[src/rtl/pipe_pkg.sv]
// pipe_pkg - shared definitions for the RV64I pipeline controller.
//
// Contents:
//   XLEN_DEFAULT / CW_DEFAULT : default PC and performance-counter widths
//   S_*                       : bit positions inside the stall vector (IF..MEM)
//   F_*                       : bit positions inside the flush vector (ID..WB)
//   fsm_t                     : controller condition tracked for counters/debug
package pipe_pkg;

    localparam int XLEN_DEFAULT = 64;
    localparam int CW_DEFAULT   = 32;

    // Stall vector: bit i holds the register feeding stage i+1 (PC, IF-ID, ID-EX, EX-MEM).
    localparam int S_IF  = 0;
    localparam int S_ID  = 1;
    localparam int S_EX  = 2;
    localparam int S_MEM = 3;

    // Flush vector: bit i bubbles the register in front of ID, EX, MEM, WB.
    localparam int F_ID  = 0;
    localparam int F_EX  = 1;
    localparam int F_MEM = 2;
    localparam int F_WB  = 3;

    typedef enum logic [1:0] {
        RUN      = 2'd0,
        MEM_WAIT = 2'd1,
        EX_WAIT  = 2'd2,
        REDIR    = 2'd3
    } fsm_t;

endpackage

[src/rtl/hazard_detect.sv]
// hazard_detect - combinational load-use hazard compare.
//
// Flags a load-use hazard when the load in EX writes a register that the
// instruction in ID reads. x0 never creates a hazard. Kept separate so the
// forwarding unit can reuse the same compare.
//
// Ports:
//   rs1_ren, rs2_ren : ID reads rs1 / rs2
//   rs1, rs2         : ID source register numbers
//   ex_is_load       : EX holds a load
//   ex_rd            : EX destination register
//   lu               : load-use hazard present
module hazard_detect (
    input  logic       rs1_ren,
    input  logic       rs2_ren,
    input  logic [4:0] rs1,
    input  logic [4:0] rs2,
    input  logic       ex_is_load,
    input  logic [4:0] ex_rd,
    output logic       lu
);

    logic hit_rs1;
    logic hit_rs2;

    assign hit_rs1 = rs1_ren && (rs1 == ex_rd);
    assign hit_rs2 = rs2_ren && (rs2 == ex_rd);
    assign lu      = ex_is_load && (hit_rs1 || hit_rs2) && (ex_rd != 5'd0);

endmodule

[src/rtl/pipe_ctrl.sv]
// pipe_ctrl - hazard and flow controller for the 5-stage RV64I pipeline.
//
// Produces per-stage stall/flush controls and the PC redirect, arbitrating
// (highest first) memory wait, EX multi-cycle wait, control-flow redirect,
// load-use hazard and fetch starvation / stale-fetch drop. Redirects that
// arrive during a wait are held and issued when the wait ends. Stall and
// flush outputs are combinational; pending state, FSM and counters are
// registered. Reset is synchronous, active-low.
//
// Ports:
//   clk, rst_n                   : clock, synchronous active-low reset
//   ifu_valid_i                  : fetch data for current PC present
//   ex_busy_i, lsu_busy_i        : EX multi-cycle op / MEM access not finished
//   id_rs*_ren_i, id_rs*_i       : ID source register reads
//   ex_is_load_i, ex_rd_i        : EX load and its destination
//   ex_redirect_i, ex_target_i   : taken branch/jump pulse and target
//   stall_*_o, flush_*_o         : pipeline register controls
//   redirect_o, redirect_pc_o    : PC redirect to fetch
//   stall_cnt_o, flush_cnt_o     : stall-cycle and redirect counters
//   state_o                      : current controller condition (debug)
module pipe_ctrl
    import pipe_pkg::*;
#(
    parameter int XLEN = XLEN_DEFAULT,
    parameter int CW   = CW_DEFAULT
) (
    input  logic            clk,
    input  logic            rst_n,
    input  logic            ifu_valid_i,
    input  logic            ex_busy_i,
    input  logic            lsu_busy_i,
    input  logic            id_rs1_ren_i,
    input  logic            id_rs2_ren_i,
    input  logic [4:0]      id_rs1_i,
    input  logic [4:0]      id_rs2_i,
    input  logic            ex_is_load_i,
    input  logic [4:0]      ex_rd_i,
    input  logic            ex_redirect_i,
    input  logic [XLEN-1:0] ex_target_i,
    output logic            stall_if_o,
    output logic            stall_id_o,
    output logic            stall_ex_o,
    output logic            stall_mem_o,
    output logic            flush_id_o,
    output logic            flush_ex_o,
    output logic            flush_mem_o,
    output logic            flush_wb_o,
    output logic            redirect_o,
    output logic [XLEN-1:0] redirect_pc_o,
    output logic [CW-1:0]   stall_cnt_o,
    output logic [CW-1:0]   flush_cnt_o,
    output logic [1:0]      state_o
);

    fsm_t            state;
    logic            rd_pend;
    logic [XLEN-1:0] rd_pc;
    logic            drop;
    logic [CW-1:0]   stall_cnt;
    logic [CW-1:0]   flush_cnt;

    logic            lu;
    logic            mem_w;
    logic            ex_w;
    logic            redir_act;
    logic            drop_clr;
    logic [3:0]      stall;
    logic [3:0]      flush;

    hazard_detect u_hazard_detect (
        .rs1_ren    (id_rs1_ren_i),
        .rs2_ren    (id_rs2_ren_i),
        .rs1        (id_rs1_i),
        .rs2        (id_rs2_i),
        .ex_is_load (ex_is_load_i),
        .ex_rd      (ex_rd_i),
        .lu         (lu)
    );

    assign mem_w     = lsu_busy_i;
    assign ex_w      = ex_busy_i && !mem_w;
    // A redirect (fresh or held) only issues once no wait is active.
    assign redir_act = !mem_w && !ex_w && (ex_redirect_i || rd_pend);

    // NOTE: every signal gets a default before the priority chain so no path
    // leaves it unassigned; otherwise synthesis infers a latch.
    always_comb begin
        stall    = '0;
        flush    = '0;
        drop_clr = 1'b0;
        if (mem_w) begin
            stall          = 4'b1111;
            flush[F_WB]    = 1'b1;
        end else if (ex_w) begin
            stall[S_IF]    = 1'b1;
            stall[S_ID]    = 1'b1;
            stall[S_EX]    = 1'b1;
            flush[F_MEM]   = 1'b1;
        end else if (redir_act) begin
            // ID holds wrong-path code, so this beats any load-use hazard.
            flush[F_ID]    = 1'b1;
            flush[F_EX]    = 1'b1;
        end else if (lu) begin
            stall[S_IF]    = 1'b1;
            stall[S_ID]    = 1'b1;
            flush[F_EX]    = 1'b1;
        end else if (!ifu_valid_i || drop) begin
            // Starved fetch, or the stale response of a pre-redirect fetch.
            flush[F_ID]    = 1'b1;
            drop_clr       = drop && ifu_valid_i;
        end
    end

    // Reset forces a safe pipeline: everything bubbled, nothing held.
    assign stall_if_o    = rst_n && stall[S_IF];
    assign stall_id_o    = rst_n && stall[S_ID];
    assign stall_ex_o    = rst_n && stall[S_EX];
    assign stall_mem_o   = rst_n && stall[S_MEM];
    assign flush_id_o    = !rst_n || flush[F_ID];
    assign flush_ex_o    = !rst_n || flush[F_EX];
    assign flush_mem_o   = !rst_n || flush[F_MEM];
    assign flush_wb_o    = !rst_n || flush[F_WB];
    assign redirect_o    = rst_n && redir_act;
    assign redirect_pc_o = !rst_n ? '0 : (rd_pend ? rd_pc : ex_target_i);
    assign stall_cnt_o   = stall_cnt;
    assign flush_cnt_o   = flush_cnt;
    assign state_o       = state;

    // NOTE: reset is sampled on the clock edge only (synchronous); all
    // state uses non-blocking assignments so every flop sees pre-edge values.
    always_ff @(posedge clk) begin
        if (!rst_n) begin
            state     <= RUN;
            rd_pend   <= 1'b0;
            rd_pc     <= '0;
            drop      <= 1'b0;
            stall_cnt <= '0;
            flush_cnt <= '0;
        end else begin
            if (mem_w)          state <= MEM_WAIT;
            else if (ex_w)      state <= EX_WAIT;
            else if (redir_act) state <= REDIR;
            else                state <= RUN;

            if (redir_act) begin
                rd_pend <= 1'b0;
            end else if ((mem_w || ex_w) && ex_redirect_i) begin
                rd_pend <= 1'b1;
                rd_pc   <= ex_target_i;
            end

            // An outstanding fetch at redirect time returns wrong-path data.
            if (redir_act)     drop <= drop || !ifu_valid_i;
            else if (drop_clr) drop <= 1'b0;

            if (stall[S_IF]) stall_cnt <= stall_cnt + CW'(1);
            if (redir_act)   flush_cnt <= flush_cnt + CW'(1);
        end
    end

endmodule

[config.mk]
export PLATFORM = sky130hd
export DESIGN_NAME = pipe_ctrl
export DESIGN_NICKNAME = d
export VERILOG_FILES = /design/src/rtl/pipe_pkg.sv /design/src/rtl/hazard_detect.sv /design/src/rtl/pipe_ctrl.sv
export SDC_FILE = /design/constraint.sdc
export NUM_CORES = 1
export LEC_CHECK = 0
export CAP_MARGIN = 0
export CELL_PAD_IN_SITES_DETAIL_PLACEMENT = 2
export CELL_PAD_IN_SITES_GLOBAL_PLACEMENT = 2
export CORE_UTILIZATION = 25
export CTS_CLUSTER_DIAMETER = 120
export DETAILED_ROUTE_END_ITERATION = 10
export GPL_ROUTABILITY_DRIVEN = 0
export HOLD_SLACK_MARGIN = 0.03
export PLACE_DENSITY_LB_ADDON = 0.1
export SLEW_MARGIN = 0
export SYNTH_ARGS = -nofsm -noshare
export SYNTH_HDL_FRONTEND = slang
export SYNTH_SLANG_ARGS = --single-unit
[constraint.sdc]
create_clock -name clk -period 2.7 [get_ports clk]
set_input_delay 0.54 -clock clk [delete_from_list [all_inputs] [get_ports clk]]
set_output_delay 0.54 -clock clk [all_outputs]
set_load 0.005 [all_outputs]
==> results of run 1 <==
[path summary, 6_finish.rpt]
check,slack (ns),end,start,depth (start not counted)
hold / removal,0.46,rd_pc[21]$_SDFFE_PN0P_,rd_pc[21]$_SDFFE_PN0P_,2
setup reg to reg,0.35,stall_cnt_o[27]$_SDFFE_PN0P_,stall_cnt_o[4]$_SDFFE_PN0P_,6
hold reg to reg,0.46,rd_pc[21]$_SDFFE_PN0P_,rd_pc[21]$_SDFFE_PN0P_,2
setup / recovery,0.08,redirect_pc_o[55],rst_n,5
[layout make-up]
class                      instances  share of cell area, %
sequential                       132                   26.1
clock buffer                      19                   4.37
timing repair buffer             278                   27.7
tap                              330                   4.08
antenna                            1                 0.0247
clock inverter                    13                   1.70
multi-input combinational        619                   35.6
inverter                          10                  0.420
[where the power goes]
group	leakage (µW)	internal, µW	switching, µW
clock network	0.000295	1490	977
registers	0.00108	2010	38.2
logic	0.00237	422	338
[metal layers]
metal / wire, µm / share of wire, % / track usage, %
met2: 11500 / 50 / 31.3
met5: 0 / 0 / 0
met4: 278 / 1.2 / 4.55
met3: 1740 / 7.5 / 7.39
met1: 9540 / 41 / 19.4
[state kept, by name, indices dropped and copies added (netlist names)]
name and cells:
rd_pc 64, flush_cnt_o 32, stall_cnt_o 32, state_o 2, drop 1, rd_pend 1
[worst min-delay path: stages, from the launching register on]
cell and delay (ns):
dfxtp_1 0.31, nand2_1 0.05, a21oi_1 0.05
[stage by stage]
step                instance area, µm²  util (%)
CTS                              10100      39.9
floorplan                         6480         -
finish                           10100      40.0
global placement                  9440      37.3
detailed placement                9440      37.3
global route                     10100      40.0
[cell families (layout without fill, tap and decap cells)]
group / Yosys count / count (layout) / share of synthesized area, %
AO/OA/AOI/OAI: 142 / 142 / 12.6
XOR/XNOR: 37 / 37 / 5.00
adder cells (fa/ha/maj): 2 / 2 / 0.386
buffers and inverters: 61 / 320 / 4.03
flip-flops: 132 / 132 / 40.7
multiplexers: 67 / 67 / 10.3
other: 0 / 1 / 0
AND/OR/NAND/NOR: 371 / 371 / 26.9
[timing repair]
item | in CTS | in global routing
buffers inserted | 7 | 0
setup endpoints to repair | 5 | 4
gates resized for setup | 19 | 9
pin swaps | 4 | 7
[layout by cell type, fill, tap and decap left out, types with 17 or more instances in the layout]
cell	synthesis	final
or4_1	18	17
clkdlybuf4s50_1	0	211
a21oi_1	95	95
nor2_1	102	101
xnor2_1	18	17
xor2_1	19	19
clkbuf_16	0	17
nand3_1	21	21
buf_4	1	39
dfxtp_1	132	131
mux2i_1	67	67
nand2_1	163	162
==> impl_metrics.ini, run 1 <==
[floorplanning]
core_area_mm2 = 0.0253
fp-row-count = 58
die_x_um = 163
dieArea_mm2 = 0.0266
die_h_um = 163
pin_count = 227
start_util_pct = 25.6

[place]
dp_cells = 1362
pre_cts_slack_ns = -0.466
port-buffer-count = 226
dp_hpwl_um = 16500

[clock_tree]
clock_sinks = 132
cts_buffers = 17
cts_root_buf = clkbuf_16
clock_latency_ns = 0.43
clk_path_buf_depth = 2
cts-htree-levels = 4
cts_hold_buffers = 0
cts.clk_slew.worst_paths_ns = 0.07
cts_tree = yes

[yosys]
synth_edf_count = 0
yosysMostFrequentCell = nand2_1
ys_types = 49
yosysTopAreaCell = dfxtp_1
yosys_most_used_dff = dfxtp_1
yosysWarnings = 0
synth-seq-area-share_pct = 40.7
async_flop_share_pct = 0
synthCells = 812
synth_top_cells_by_count = nand2_1, dfxtp_1, nor2_1
syn_nets = 902
syn-cell-area_mm2 = 0.00648
avgSynthCellArea_um2 = 7.99
synth_area_leaders = dfxtp_1, mux2i_1, nand2_1
ys_ff_latch = 132
synth_top_area_share_pct = 40.7

[drt]
vias = 6663
via_per_inst = 4.75
ant_nets = 0
wirelength_um = 23000
first_pass_iters = 4
wire_per_inst_um = 16.4
drc = 0
drt_iter0_markers = 188

[grt]
grt_overflow = 0
antenna_found_initial = 1
grt_pass1_wl_um = 37100
first_global_vias = 7034
grt_usage_pct = 17.7
grt_max_degree = 59

[timing]
timing.fmax_mhz = 382
final_max_slew_viol_count = 0
fin_skew_ns = 0.0116
tightest_slew_ns = 0.655
finalCriticalPeriod_ns = 2.62
max_slew_margin_pct = 56.3
hold_viol = 0
setup_tns_ns = 0
postLayoutSetupSlackWorst_ns = 0.0815
hold_ws_ns = 0.456
setup-violations-final = 0
rsz0062_at_grt = no
post-route-period-util_pct = 97.0

[pwr]
p_leak_uw = 0.00374
power_uw = 5280
power_density_mw_per_mm2 = 521
ir_drop_uv = 370

[hold_path]
worst_hold_path_type = reg -> reg

[setup_path]
slowest_stage = clkdlybuf4s50_1
crit_top_cell = clkdlybuf4s50_1
cp_top_family = buffers and inverters
cpPeakStageDelay_ns = 0.58
critical_path_class = in -> out
crit_buf_inv = 4
end_kind = output pin
worst_ep_required_time_ns = 2.16
crit_chain = clkdlybuf4s50_1 > inv_6 > buf_4 > nor2_1 > clkdlybuf4s50_1
worstSetupStartpointType = primary input
critPathArrivalTime_ns = 2.08
crit_fanout = 10

[run_status]
status = completed

[cells_and_area]
fin_cells = 1402
area_growth_pct = 56.2
multi_input_area_mm2 = 0.00361
fin_nets = 1148
layout-drive-gt1-share_pct = 10.2
regArea_mm2 = 0.00265
nFillCells = 2869

[job]
maxCapViolCount = 0
Power figures use the tool's default switching activity.
==> inputs of run 2 (changes only) <==
Settings changed: CAP_MARGIN 0 to not set, CORE_UTILIZATION 25 to 27.
Clock period 2.7 ns to 3.4 ns, I/O delays scaled along.
==> run 2 against run 1 <==
Final cell count shrank 2.7%. Hold slack about the same. Global-route usage increased by 1.2 points. Utilization increased by 1.6 points. Clock skew increased by 0.0019 ns. Critical endpoint is now stall_id_o. Largest power group unchanged. Highest routed layer is now met5.
==> impl_metrics.ini, run 2 (synthesis gave the netlist of run 1 again) <==
[hold_path]
hold_start = rd_pc[10]$_SDFFE_PN0P_
whs_endpoint = rd_pc[10]$_SDFFE_PN0P_
holdPathStages = 2
worst_hold_path_type = reg -> reg

[drt]
ant_nets = 0
wire_per_inst_um = 16.8
via_per_inst = 4.86
vias = 6630
wirelength_um = 22900
drt_iter0_markers = 188
drc = 0
first_pass_iters = 4

[job]
maxCapViolCount = 0

[clock_tree]
cts_tree = yes
cts_root_buf = clkbuf_16
clock_latency_ns = 0.43
cts-htree-levels = 4
cts_buffers = 17
clock_sinks = 132
cts.clk_slew.worst_paths_ns = 0.06
clk_path_buf_depth = 2

[timing]
post-route-period-util_pct = 98.2
timing.fmax_mhz = 299
tightest_slew_ns = 0.637
hold_viol = 0
rsz0062_at_grt = no
max_slew_margin_pct = 57.4
postLayoutSetupSlackWorst_ns = 0.0598
fin_skew_ns = 0.0135
setup-violations-final = 0
finalCriticalPeriod_ns = 3.34
final_max_slew_viol_count = 0
hold_ws_ns = 0.457

[pwr]
power_density_mw_per_mm2 = 412
p_int_uw = 2970
p_leak_uw = 0.00352
sequentialPowerShare_pct = 40.5
switchingPower_uw = 1070
ir_drop_uv = 213
swShare_pct = 26.5
combPwrFrac_pct = 14.1
p_clk_share_pct = 45.4

[place]
dp_hpwl_um = 16000
pre_cts_slack_ns = -0.201
port-buffer-count = 226

[floorplanning]
pin_count = 227
die_x_um = 157
core_area_mm2 = 0.0235
fp-row-count = 56
dieArea_mm2 = 0.0246
start_util_pct = 27.5
die_h_um = 157

[cells_and_area]
fin_nets = 1122
largest_register = rd_pc
final_cell_mix = clkdlybuf4s50_1, nand2_1, dfxtp_1, nor2_1, a21oi_1
post-route-util_pct = 41.6
mostFrequentLayoutCell = clkdlybuf4s50_1
area_growth_pct = 51.1
layout-drive-gt1-share_pct = 7.56
nFillCells = 2673
largest_reg_flops = 64
n_antenna_cell = 0

[setup_path]
r2r_slack_ns = 0.94
worstSetupStartpointType = primary input
critPathArrivalTime_ns = 2.66
reg2reg_to = flush_cnt_o[31]$_SDFFE_PN0P_
timing.reg2reg.worst_path_depth = 7
critical_path.startpoint = ex_rd_i[1]
worst_ep_required_time_ns = 2.72
critical_path_class = in -> out
r2r-start = rd_pend$_SDFFE_PP0P_
end_kind = output pin
crit_fanout = 3

[grt]
grt_max_degree = 65
grt_overflow = 0
first_global_vias = 7045
grt_pass1_wl_um = 36600
grt_usage_pct = 19.0
antenna_found_initial = 1

[run_status]
status = completed
run 2: changes by cell type in the layout (fill, tap and decap cells not counted), sizes merged:
cell           previous run  this run
buf                      54        26
clkdlybuf4s50           211       221
dlygate4sd2               6         3
dlymetal6s2s              5         2
bufinv                    3         1
clkbuf                   20        19
clkdlybuf4s15             1         0
clkinvlp                  2         3
diode                     1         0
inv                      14        15
run 2: worst max path at each step:
stage | to | slack, ns | cells past startpoint
2_1_floorplan | stall_if_o | 0.55 | 6
3_3_place_gp | flush_id_o | -0.15 | 7
3_5_place_dp | flush_id_o | -0.20 | 7
4_1_cts | stall_id_o | 0.0006 | 9
5_1_grt | stall_id_o | 0.01 | 9
6_report | stall_id_o | 0.06 | 7
run 2: stage by stage:
stage	TNS, ns	instances	power [µW]	instance area (µm²)
floorplan	0	812	1900	6480
global placement	-0.242	1331	2240	9200
detailed placement	-0.387	1331	2250	9200
CTS	0	1363	4110	9780
global route	0	1364	4210	9800
finish	0	1364	4040	9800
run 2: per-layer routing:
layer / vias to the layer above / global-route usage [%] / wire (µm)
li1: 3233 / - / -
met1: 3231 / 20.8 / 9560
met2: 137 / 33.7 / 11300
met4: 2 / 6.40 / 353
met3: 27 / 6.94 / 1680
met5: - / 0 / 11
run 2: worst max-delay path: stages:
cell and delay, ns:
clkdlybuf4s50_1 0.41, or4_1 0.52, o21a_1 0.21, buf_4 0.15, a31oi_4 0.17, nor2_2 0.06, clkdlybuf4s50_1 0.45
run 2: area by class of cell:
cell class              count  area, µm²  share of cell area (%)
well taps                 319        399                    4.07
repair buffers            252       2540                    25.9
multi-input cells         619       3600                    36.7
inverters                  10       42.5                   0.434
clock buffers              19        453                    4.62
clock inverters            13        124                    1.26
flip-flops and latches    132       2650                    27.0
run 2: what timing repair did:
action                                  CTS  global route
gates resized for setup                   5             3
endpoints found under the setup margin    4             2
pin swaps                                 2             2
hold buffers                              0             0
setup buffers                             0             1
run 2: power groups by stage:
stage	clock, µW	sequential (µW)	combinational, µW
final	1830	1630	570
after global routing	1950	1640	625
after CTS	1890	1630	583
after detailed placement	0	1670	578
after global placement	0	1670	569
after floorplan	0	1650	252
==> inputs of run 3 (changes only) <==
Settings changed: SYNTH_HIERARCHICAL set to 1, TNS_END_PERCENT set to 10.
==> run 3 against run 2 <==
Critical path depth increased by 3. Register-to-register slack about the same. Die area decreased by 1.6%. Hold slack got worse by 0.0022 ns. Fmax increased by 1.5%. Via count about the same. Critical path type unchanged.
==> impl_metrics.ini, run 3 <==
[run_status]
status = completed

[clock_tree]
cts_buffers = 17
clock_sinks = 132
clock_latency_ns = 0.42
cts-htree-levels = 4
clk_path_buf_depth = 2
cts.clk_slew.worst_paths_ns = 0.06
cts_root_buf = clkbuf_16
cts_tree = yes

[drt]
via_per_inst = 4.84
vias = 6626
drt_iter0_markers = 221
wirelength_um = 23000
ant_nets = 0
first_pass_iters = 4
wire_per_inst_um = 16.8
drc = 0

[cells_and_area]
largest_register = rd_pc
layout-drive-gt1-share_pct = 8.14
fin_cells = 1369
area_growth_pct = 53.4
largest_reg_flops = 64
mostFrequentLayoutCell = clkdlybuf4s50_1
fin_nets = 1133
n_antenna_cell = 0
final_cell_mix = clkdlybuf4s50_1, nand2_1, dfxtp_1, nor2_1, a21oi_1

[timing]
final_max_slew_viol_count = 0
hold_ws_ns = 0.454
post-route-period-util_pct = 96.8
setup_tns_ns = 0
finalCriticalPeriod_ns = 3.29
fin_skew_ns = 0.00954
setup-violations-final = 0
hold_viol = 0
tightest_slew_ns = 0.709
postLayoutSetupSlackWorst_ns = 0.110
rsz0062_at_grt = yes
timing.fmax_mhz = 304
max_slew_margin_pct = 52.7

[yosys]
synthCells = 818
ys_types = 38
synth_top_cells_by_count = nand2_1, dfxtp_1, nor2_1
yosys_most_used_dff = dfxtp_1
yosysWarnings = 6
avgSynthCellArea_um2 = 7.80
yosysMostFrequentCell = nand2_1
async_flop_share_pct = 0
synth_area_leaders = dfxtp_1, mux2i_1, nand2_1
syn-cell-area_mm2 = 0.00638
syn_nets = 908
ys_ff_latch = 132
synth-seq-area-share_pct = 41.4
synth_edf_count = 0
yosysTopAreaCell = dfxtp_1
synth_top_area_share_pct = 41.4

[grt]
first_global_vias = 6966
grt_usage_pct = 19.1
grt-busiest-layer = met2
grtUsageMet2_pct = 33.3
grt_max_degree = 65
antenna_found_initial = 1
grt_util_met3_pct = 4.17
grt_util_met1_pct = 23.4
grt_pass1_wl_um = 36800
grt_overflow = 0

[place]
pre_cts_slack_ns = -0.551
dp_hpwl_um = 16300
port-buffer-count = 226
dp_cells = 1336

[hold_path]
worst_hold_path_type = reg -> reg

[setup_path]
worstSetupStartpointType = primary input
crit_fanout = 3
critPathArrivalTime_ns = 2.61
critical_path_class = in -> out
end_kind = output pin
worst_ep_required_time_ns = 2.72

[pwr]
power_uw = 4050
ir_drop_uv = 297
p_leak_uw = 0.00346
power_density_mw_per_mm2 = 414

[floorplanning]
die_h_um = 156
dieArea_mm2 = 0.0242
fp-row-count = 55
pin_count = 227
start_util_pct = 27.8
core_area_mm2 = 0.0229
die_x_um = 156

[job]
maxCapViolCount = 0
-- run 3: cell types whose count changed after synthesis, sizes merged, moves of 8 or more --
cell and change:
nor4 +9, nand4 +8, nor2 +11, nand2 -8, or3 +8, o31ai -11
o21ai +8, or4 -12
-- run 3: power breakdown --
part	internal (µW)	switching (µW)	leakage [µW]
Combinational	307	246	0.00210
Sequential	1600	41.6	0.00108
Clock	1110	750	0.000284
Total	3010	1040	0.00346
-- run 3: final timing paths --
kind	startpoint	to	slack [ns]	cells after the start
max	id_rs1_i[1]	flush_id_o	0.11	10
min	rd_pc[28]$_SDFFE_PN0P_	rd_pc[28]$_SDFFE_PN0P_	0.45	2
max reg2reg	rd_pend$_SDFFE_PP0P_	flush_cnt_o[27]$_SDFFE_PN0P_	0.93	5
min reg2reg	rd_pc[28]$_SDFFE_PN0P_	rd_pc[28]$_SDFFE_PN0P_	0.45	2
-- run 3: kinds of logic (layout without fill, tap and decap cells) --
group | Yosys count | count (layout) | synth area share (%)
buffers and inverters | 63 | 301 | 3.88
XOR/XNOR | 47 | 47 | 6.45
multiplexers | 67 | 67 | 10.5
AO/OA/AOI/OAI | 125 | 125 | 10.3
adder cells (fa/ha/maj) | 2 | 2 | 0.392
flip-flops | 132 | 132 | 41.4
AND/OR/NAND/NOR | 382 | 382 | 27.1
-- run 3: final cells by class --
| cell class | instances | area, µm² |
|---|---|---|
| sequential | 132 | 2650 |
| timing repair buffer | 257 | 2570 |
| inverter | 12 | 50.0 |
| tap | 313 | 392 |
| fill | 2581 | 13100 |
| multi-input combinational | 623 | 3530 |
| clock inverter | 14 | 151 |
| clock buffer | 18 | 439 |
-- run 3: worst max-delay path: stages --
cell	delay [ns]
clkdlybuf4s50_1	0.42
xor2_1	0.16
nor4_2	0.30
nand3_1	0.13
a21oi_2	0.25
buf_4	0.18
a21oi_1	0.04
o21ai_1	0.11
nand2_1	0.07
dlygate4sd2_1	0.26
-- run 3: per-layer routing --
layer | share of wire, % | wire [µm] | up-vias
li1 | - | - | 3243
met1 | 46 | 10500 | 3227
met2 | 48 | 11100 | 135
met3 | 4.5 | 1040 | 19
met4 | 1.3 | 289 | 2
met5 | 0.057 | 13 | -
-- run 3: repair_timing --
| item | CTS | global route |
|---|---|---|
| pin swaps | 7 | 9 |
| hold endpoints to repair | 0 | 0 |
| buffers inserted | 1 | 0 |
| setup endpoints to repair | 8 | 9 |
| resized for setup | 16 | 9 |
| hold buffers | 0 | 0 |
-- run 3: through the flow --
step,util [%],cell area [µm²]
2_1_floorplan,-,6380
3_3_place_gp,40.0,9160
3_5_place_dp,40.0,9160
4_1_cts,42.7,9780
5_1_grt,42.7,9790
6_report,42.7,9790
